[config.mk]
export PLATFORM = sky130hd
export DESIGN_NAME = registers_dump_flat
export DESIGN_NICKNAME = d
export VERILOG_FILES = /design/src/rtl/registers_dump_pkg.sv /design/src/rtl/registers_dump_if.sv /design/src/rtl/registers_dump_word_byte_mux.sv /design/src/rtl/registers_dump.sv /design/src/flat_wrapper.sv
export SDC_FILE = /design/constraint.sdc
export NUM_CORES = 2
export LEC_CHECK = 0
export ABC_AREA = 1
export CORE_AREA = 2 2 406 408
export DETAILED_ROUTE_END_ITERATION = 6
export DIE_AREA = 0 0 408 410
export SLEW_MARGIN = 10
export SYNTH_ARGS = -nofsm -noshare
export SYNTH_HDL_FRONTEND = slang
export SYNTH_SLANG_ARGS = --single-unit
[constraint.sdc]
create_clock -name i_clk -period 2.4 [get_ports i_clk]
set_clock_uncertainty 0.1 [all_clocks]
set_input_delay 0.48 -clock i_clk [delete_from_list [all_inputs] [get_ports i_clk]]
set_output_delay 0.48 -clock i_clk [all_outputs]
set_load 0.05 [all_outputs]
[src/rtl/registers_dump_pkg.sv]
// Shared constants and types for the register-bank debug dumper.
// Defaults match the 32 x 32-bit architectural register bank.
package registers_dump_pkg;

   localparam int RD_DEFAULT_BANK_SIZE = 32;
   localparam int RD_DEFAULT_REG_SIZE  = 32;

   typedef logic [1:0] state_t;

   localparam state_t ST_IDLE = 2'd0;
   localparam state_t ST_SEND = 2'd1;
   localparam state_t ST_DONE = 2'd2;

   // Counter width that never collapses to zero bits for single-entry ranges.
   function automatic int idx_width(input int n);
      if (n <= 1) begin
         return 1;
      end else begin
         return $clog2(n);
      end
   endfunction

endpackage

[src/rtl/registers_dump_if.sv]
// Byte stream from the dumper toward the debug UART transmitter.
interface registers_dump_if;
   logic [7:0] o_data;
   logic       o_valid;
   logic       i_ready;
   logic       o_busy;
   logic       o_done;

   modport master (output o_data, output o_valid, output o_busy, output o_done, input i_ready);
   modport slave  (input o_data, input o_valid, input o_busy, input o_done, output i_ready);
endinterface

[src/rtl/registers_dump_word_byte_mux.sv]
// Picks one byte out of a register word, byte index 0 being the most significant byte.
module word_byte_mux #(
   parameter int WORD_W = 32,
   parameter int IDX_W  = 2
) (
   input  logic [WORD_W-1:0] i_word,
   input  logic [IDX_W-1:0]  i_byte_idx,
   output logic [7:0]        o_byte
);

   localparam int BYTES = WORD_W / 8;

   // One-hot OR of the candidate bytes; exactly one index matches.
   always_comb begin
      o_byte = 8'h00;
      for (int k = 0; k < BYTES; k++) begin
         o_byte = o_byte | (i_word[WORD_W-1-8*k -: 8] & {8{i_byte_idx == IDX_W'(k)}});
      end
   end

endmodule

[src/rtl/registers_dump.sv]
// Snapshots the flattened register bank on request and streams it out MSB-first,
// register 0 first, over a valid/ready byte handshake.
module registers_dump
   import registers_dump_pkg::*;
#(
   parameter int REGISTERS_BANK_SIZE = RD_DEFAULT_BANK_SIZE,
   parameter int REGISTERS_SIZE      = RD_DEFAULT_REG_SIZE
) (
   input  logic                                          i_clk,
   input  logic                                          i_reset,
   input  logic                                          i_start,
   input  logic [REGISTERS_BANK_SIZE*REGISTERS_SIZE-1:0] i_bus_debug,
   registers_dump_if.master                              tx
);

   localparam int BYTES_PER_REG = REGISTERS_SIZE / 8;
   localparam int REG_IDX_W     = idx_width(REGISTERS_BANK_SIZE);
   localparam int BYTE_IDX_W    = idx_width(BYTES_PER_REG);
   localparam logic [REG_IDX_W-1:0]  LAST_REG  = REG_IDX_W'(REGISTERS_BANK_SIZE - 1);
   localparam logic [BYTE_IDX_W-1:0] LAST_BYTE = BYTE_IDX_W'(BYTES_PER_REG - 1);

   state_t                                        r_state;
   logic [REG_IDX_W-1:0]                          r_reg_idx;
   logic [BYTE_IDX_W-1:0]                         r_byte_idx;
   logic [REGISTERS_BANK_SIZE*REGISTERS_SIZE-1:0] r_snapshot;

   logic                      w_accept;
   logic                      w_last;
   logic [REGISTERS_SIZE-1:0] w_word;
   logic [7:0]                w_byte;

   assign w_accept = (r_state == ST_SEND) && tx.i_ready;
   assign w_last   = (r_reg_idx == LAST_REG) && (r_byte_idx == LAST_BYTE);
   assign w_word   = r_snapshot[int'(r_reg_idx)*REGISTERS_SIZE +: REGISTERS_SIZE];

   // Dump sequencer: capture on start, walk bytes on each accepted transfer.
   always_ff @(posedge i_clk) begin
      if (i_reset) begin
         r_state    <= ST_IDLE;
         r_reg_idx  <= '0;
         r_byte_idx <= '0;
         r_snapshot <= '0;
      end else begin
         case (r_state)
            ST_IDLE: begin
               if (i_start) begin
                  r_state    <= ST_SEND;
                  r_snapshot <= i_bus_debug;
                  r_reg_idx  <= '0;
                  r_byte_idx <= '0;
               end
            end
            ST_SEND: begin
               if (w_accept) begin
                  if (w_last) begin
                     r_state <= ST_DONE;
                  end else if (r_byte_idx == LAST_BYTE) begin
                     r_byte_idx <= '0;
                     r_reg_idx  <= r_reg_idx + REG_IDX_W'(1);
                  end else begin
                     r_byte_idx <= r_byte_idx + BYTE_IDX_W'(1);
                  end
               end
            end
            ST_DONE: r_state <= ST_IDLE;
            default: r_state <= ST_IDLE;
         endcase
      end
   end

   word_byte_mux #(
      .WORD_W (REGISTERS_SIZE),
      .IDX_W  (BYTE_IDX_W)
   ) u_byte_mux (
      .i_word     (w_word),
      .i_byte_idx (r_byte_idx),
      .o_byte     (w_byte)
   );

   // Handshake flags come straight from the state register; data from the snapshot.
   assign tx.o_data  = w_byte;
   assign tx.o_valid = (r_state == ST_SEND);
   assign tx.o_busy  = (r_state == ST_SEND);
   assign tx.o_done  = (r_state == ST_DONE);

endmodule

[src/flat_wrapper.sv]
// flat-port wrapper written by rule: the top's interface ports become plain ports
module registers_dump_flat import registers_dump_pkg::*;
#(
   parameter int REGISTERS_BANK_SIZE = RD_DEFAULT_BANK_SIZE,
   parameter int REGISTERS_SIZE      = RD_DEFAULT_REG_SIZE
)
  (i_clk, i_reset, i_start, i_bus_debug, tx_o_data, tx_o_valid, tx_o_busy, tx_o_done, tx_i_ready);
  registers_dump_if tx_i ();
  input  logic i_clk;
  input  logic i_reset;
  input  logic i_start;
  input  logic [REGISTERS_BANK_SIZE*REGISTERS_SIZE-1:0] i_bus_debug;
  output wire logic [$bits(tx_i.o_data)-1:0] tx_o_data;
  output wire logic [$bits(tx_i.o_valid)-1:0] tx_o_valid;
  output wire logic [$bits(tx_i.o_busy)-1:0] tx_o_busy;
  output wire logic [$bits(tx_i.o_done)-1:0] tx_o_done;
  input wire logic [$bits(tx_i.i_ready)-1:0] tx_i_ready;
  assign tx_o_data = tx_i.o_data;
  assign tx_o_valid = tx_i.o_valid;
  assign tx_o_busy = tx_i.o_busy;
  assign tx_o_done = tx_i.o_done;
  assign tx_i.i_ready = tx_i_ready;
  registers_dump #(.REGISTERS_BANK_SIZE(REGISTERS_BANK_SIZE), .REGISTERS_SIZE(REGISTERS_SIZE)) u_core (.i_clk(i_clk), .i_reset(i_reset), .i_start(i_start), .i_bus_debug(i_bus_debug), .tx(tx_i));
endmodule
==> impl_metrics.toml <==
[timing]
max_slew_margin_pct = 62.3
finalSetupViolCount = 12
fmax_mhz = 278
tightest_slew_ns = 0.559
post-route-period-util_pct = 150
finalHoldViolations = 0
slew_viol_final = 0
finalCriticalPeriod_ns = 3.59
tns_ns = -9.41
rsz0062_at_grt = "true"
fin_ws_ns = -1.19

[pwr]
combPwrFrac_pct = 23.4
ir_drop_uv = 578
intPower_w = 0.0339
pwr-share-seq_pct = 39.9
p_leak_nw = 27.6
clkPwrFrac_pct = 36.7
power.switching_w = 0.0150
power.density_mw_per_mm2 = 722
swShare_pct = 30.7

[placed_design]
dp_hpwl_um = 184000
dp_cells = 10000
dp_worst_setup_slack_ns = -0.939
port_buffers = 1038
routabilityCongestion = 0.986

[route]
routed_wl_um = 241000
ant_nets = 0
wl_per_cell_um = 23.4
first_iter_violations = 5018
firstDrtPassIters = 7
viasPerCell = 4.97
vias = 51300
drc_errors = 0

[floorplanning]
rows = 149
io_pins = 1039
core_mm2 = 0.163
initial_core_util_pct = 28.0
dieArea_mm2 = 0.167
die_x_um = 408
die_h_um = 410

[synth]
netlist_area_mm2 = 0.0458
synth-seq-cells = 1033
synth_commonest_cells = "nor2_1, nand2_1, o21ai_0"
synth_edf_count = 0
async_flop_share_pct = 0
synthTopCellsByArea = "dfxtp_1, nor2_1, o21ai_0"
synth_cell_types = 23
synthDominantCellAreaShare_pct = 45.1
synth_top_area_cell = "dfxtp_1"
synth_most_common_cell = "nor2_1"
yosysWarnings = 0
syn_nets = 7892
ys_seq_area_share_pct = 45.1
netlist_instances = 6858
synth_ff_type = "dfxtp_1"
avgSynthCellArea_um2 = 6.68

[min_path]
holdCritPathClass = "primary input to register"
min_from = "i_bus_debug[334]"

[setup_path]
critPathLaunch = "u_core.r_reg_idx[0]$_SDFFE_PP0P_"
cp.buffers_inverters = 5
start_kind = "register"
rrSetupSlack_ns = -0.05
critPathMaxFanout = 12
worstSetupPathType = "register to output port"
r2r_cells = 14
path_cells = "buf_12 -> inv_12 -> bufbuf_16 -> nand2_1 -> nand3_1 -> nand3_1 -> nand2_1 -> nand2_1 -> nand3_1 -> nand3_1 -> nand2_1 -> inv_1 -> nand2_4 -> buf_12"
critPathTopFamily = "simple AND/OR/NAND/NOR gates"
timing.rr.start = "u_core.r_reg_idx[0]$_SDFFE_PP0P_"
required_ns = 1.82
crit_end = "tx_o_data[2]"
cp-end-kind = "output port"
cp_slowest_cell = "dfxtp_4"
crit_cells = 14
max_stage_delay_ns = 0.39
arrival_ns = 3.01
r2r-end = "u_core.r_reg_idx[0]$_SDFFE_PP0P_"

[grt]
grt_pass1_wl_um = 336000
antenna_found_initial = 91
grt_overflow = 0
grt_usage_pct = 27.5
grt_pass1_vias = 49100
grt_max_degree = 100

[final_layout]
fillers = 16900
drive_gt1_share_pct = 12.2
fin_nets = 9020
syn_to_final_growth_pct = 48.0
utilization_pct = 41.5
seqCellArea_mm2 = 0.0207
multi_input_area_mm2 = 0.0232
final_cells = 10300

[flow_run]
cap_violations = 0

[clocking]
cts_made_buffers = 114
cts_root_buf = "clkbuf_16"
clk_latency_ns = 0.74
clk_path_buf_depth = 3
clock-sinks = 1033
cts_max_level = 3
cts_tree = "built"
cts.reportedPaths.clkPinSlew_ns = 0.06

[run_status]
violations = "setup timing"
outcome = "complete, but fails checks"
per-layer routing:
layer	GRT usage [%]	wire length [um]	vias to the layer above
met2	44.9	112000	2078
met1	33.8	98600	24100
met4	14.1	12500	58
met3	6.08	17400	518
li1	-	-	24500
met5	0	377	-
layout make-up:
| type | count | share of cell area [%] |
|---|---|---|
| diodes | 50 | 0.185 |
| clock buffers | 173 | 5.00 |
| clock inverters | 38 | 0.637 |
| inverters | 88 | 0.565 |
| multi-input cells | 5173 | 34.2 |
| flip-flops and latches | 1033 | 30.5 |
| well taps | 2189 | 4.04 |
| repair buffers | 1575 | 24.8 |
| repair inverters | 1 | 0.0240 |
power by group through the flow:
stage / clock [W] / sequential, W / combinational [W]
2_1_floorplan: 0 / 0.0195 / 0.00491
3_3_place_gp: 0 / 0.0198 / 0.0105
3_5_place_dp: 0 / 0.0198 / 0.0105
4_1_cts: 0.0182 / 0.0195 / 0.0113
5_1_grt: 0.0189 / 0.0196 / 0.0123
6_report: 0.0180 / 0.0195 / 0.0115
metrics by stage:
stage / power (W) / hold WS (ns) / area, um2
global route: 0.0509 / 0.243 / 67800
floorplan: 0.0244 / 0.324 / 45800
finish: 0.0489 / 0.256 / 67800
CTS: 0.0490 / 0.197 / 67300
detailed placement: 0.0303 / 0.339 / 61400
global placement: 0.0303 / 0.333 / 61400
timing repair:
item | CTS | global route
gates cloned | 20 | 5
resized for setup | 337 | 43
hold buffers | 0 | 0
setup buffers | 22 | 4
endpoints found under the setup margin | 15 | 15
pin swaps | 49 | 7
flip-flops by register name, indices dropped and copies added, names as in the netlist:
name               flops
u_core.r_state         2
u_core.r_byte_idx      2
u_core.r_snapshot   1024
u_core.r_reg_idx       5
kinds of logic (layout without fill, tap and decap cells):
family	count (synthesis)	count (layout)	share of synthesized area [%]
AND/OR/NAND/NOR	3959	3959	34.6
AO/OA/AOI/OAI	1208	1208	13.3
flip-flops	1033	1033	45.1
buffers and inverters	652	1875	6.79
adder cells (fa/ha/maj)	6	6	0.164
other	0	50	0
placed cells by master (no fill, tap or decap), types with 4 or more instances in the layout:
master,instances
nor2_1,1953
nand2_1,1109
o21ai_0,1050
dfxtp_1,1029
clkdlybuf4s50_1,1027
nand3_1,669
buf_4,356
buf_12,123
clkbuf_16,122
a21oi_1,118
nand3_2,113
inv_1,75
nand2_2,73
diode_2,50
clkbuf_1,31
buf_6,28
clkbuf_8,25
buf_16,24
o21ai_1,21
nand2_4,20
clkinv_2,20
nand3_4,13
inv_2,8
o21ai_2,8
bufbuf_16,8
ha_1,6
a211oi_2,5
bufinv_16,5
inv_16,4
nor2_2,4
clkinvlp_4,4
buf_8,4
worst reg2reg max path: cells and delay by family, from the launching register on:
family | cells | cell delay (ns)
flops | 1 | 0.39
compound gates | 3 | 0.31
simple gates | 4 | 0.39
buf+inv | 5 | 0.79
fa+ha+maj | 2 | 0.39
how the worst min path moves through the flow:
stage | to | slack (ns) | cells past startpoint
2_1_floorplan | u_core.r_snapshot[135]$_SDFFE_PP0P_ | 0.32 | 2
4_1_cts | u_core.r_snapshot[334]$_SDFFE_PP0P_ | 0.20 | 3
3_5_place_dp | u_core.r_snapshot[975]$_SDFFE_PP0P_ | 0.34 | 2
3_3_place_gp | u_core.r_snapshot[87]$_SDFFE_PP0P_ | 0.33 | 2
5_1_grt | u_core.r_snapshot[202]$_SDFFE_PP0P_ | 0.24 | 3
6_report | u_core.r_snapshot[334]$_SDFFE_PP0P_ | 0.26 | 3
Power figures use the tool's default switching activity.
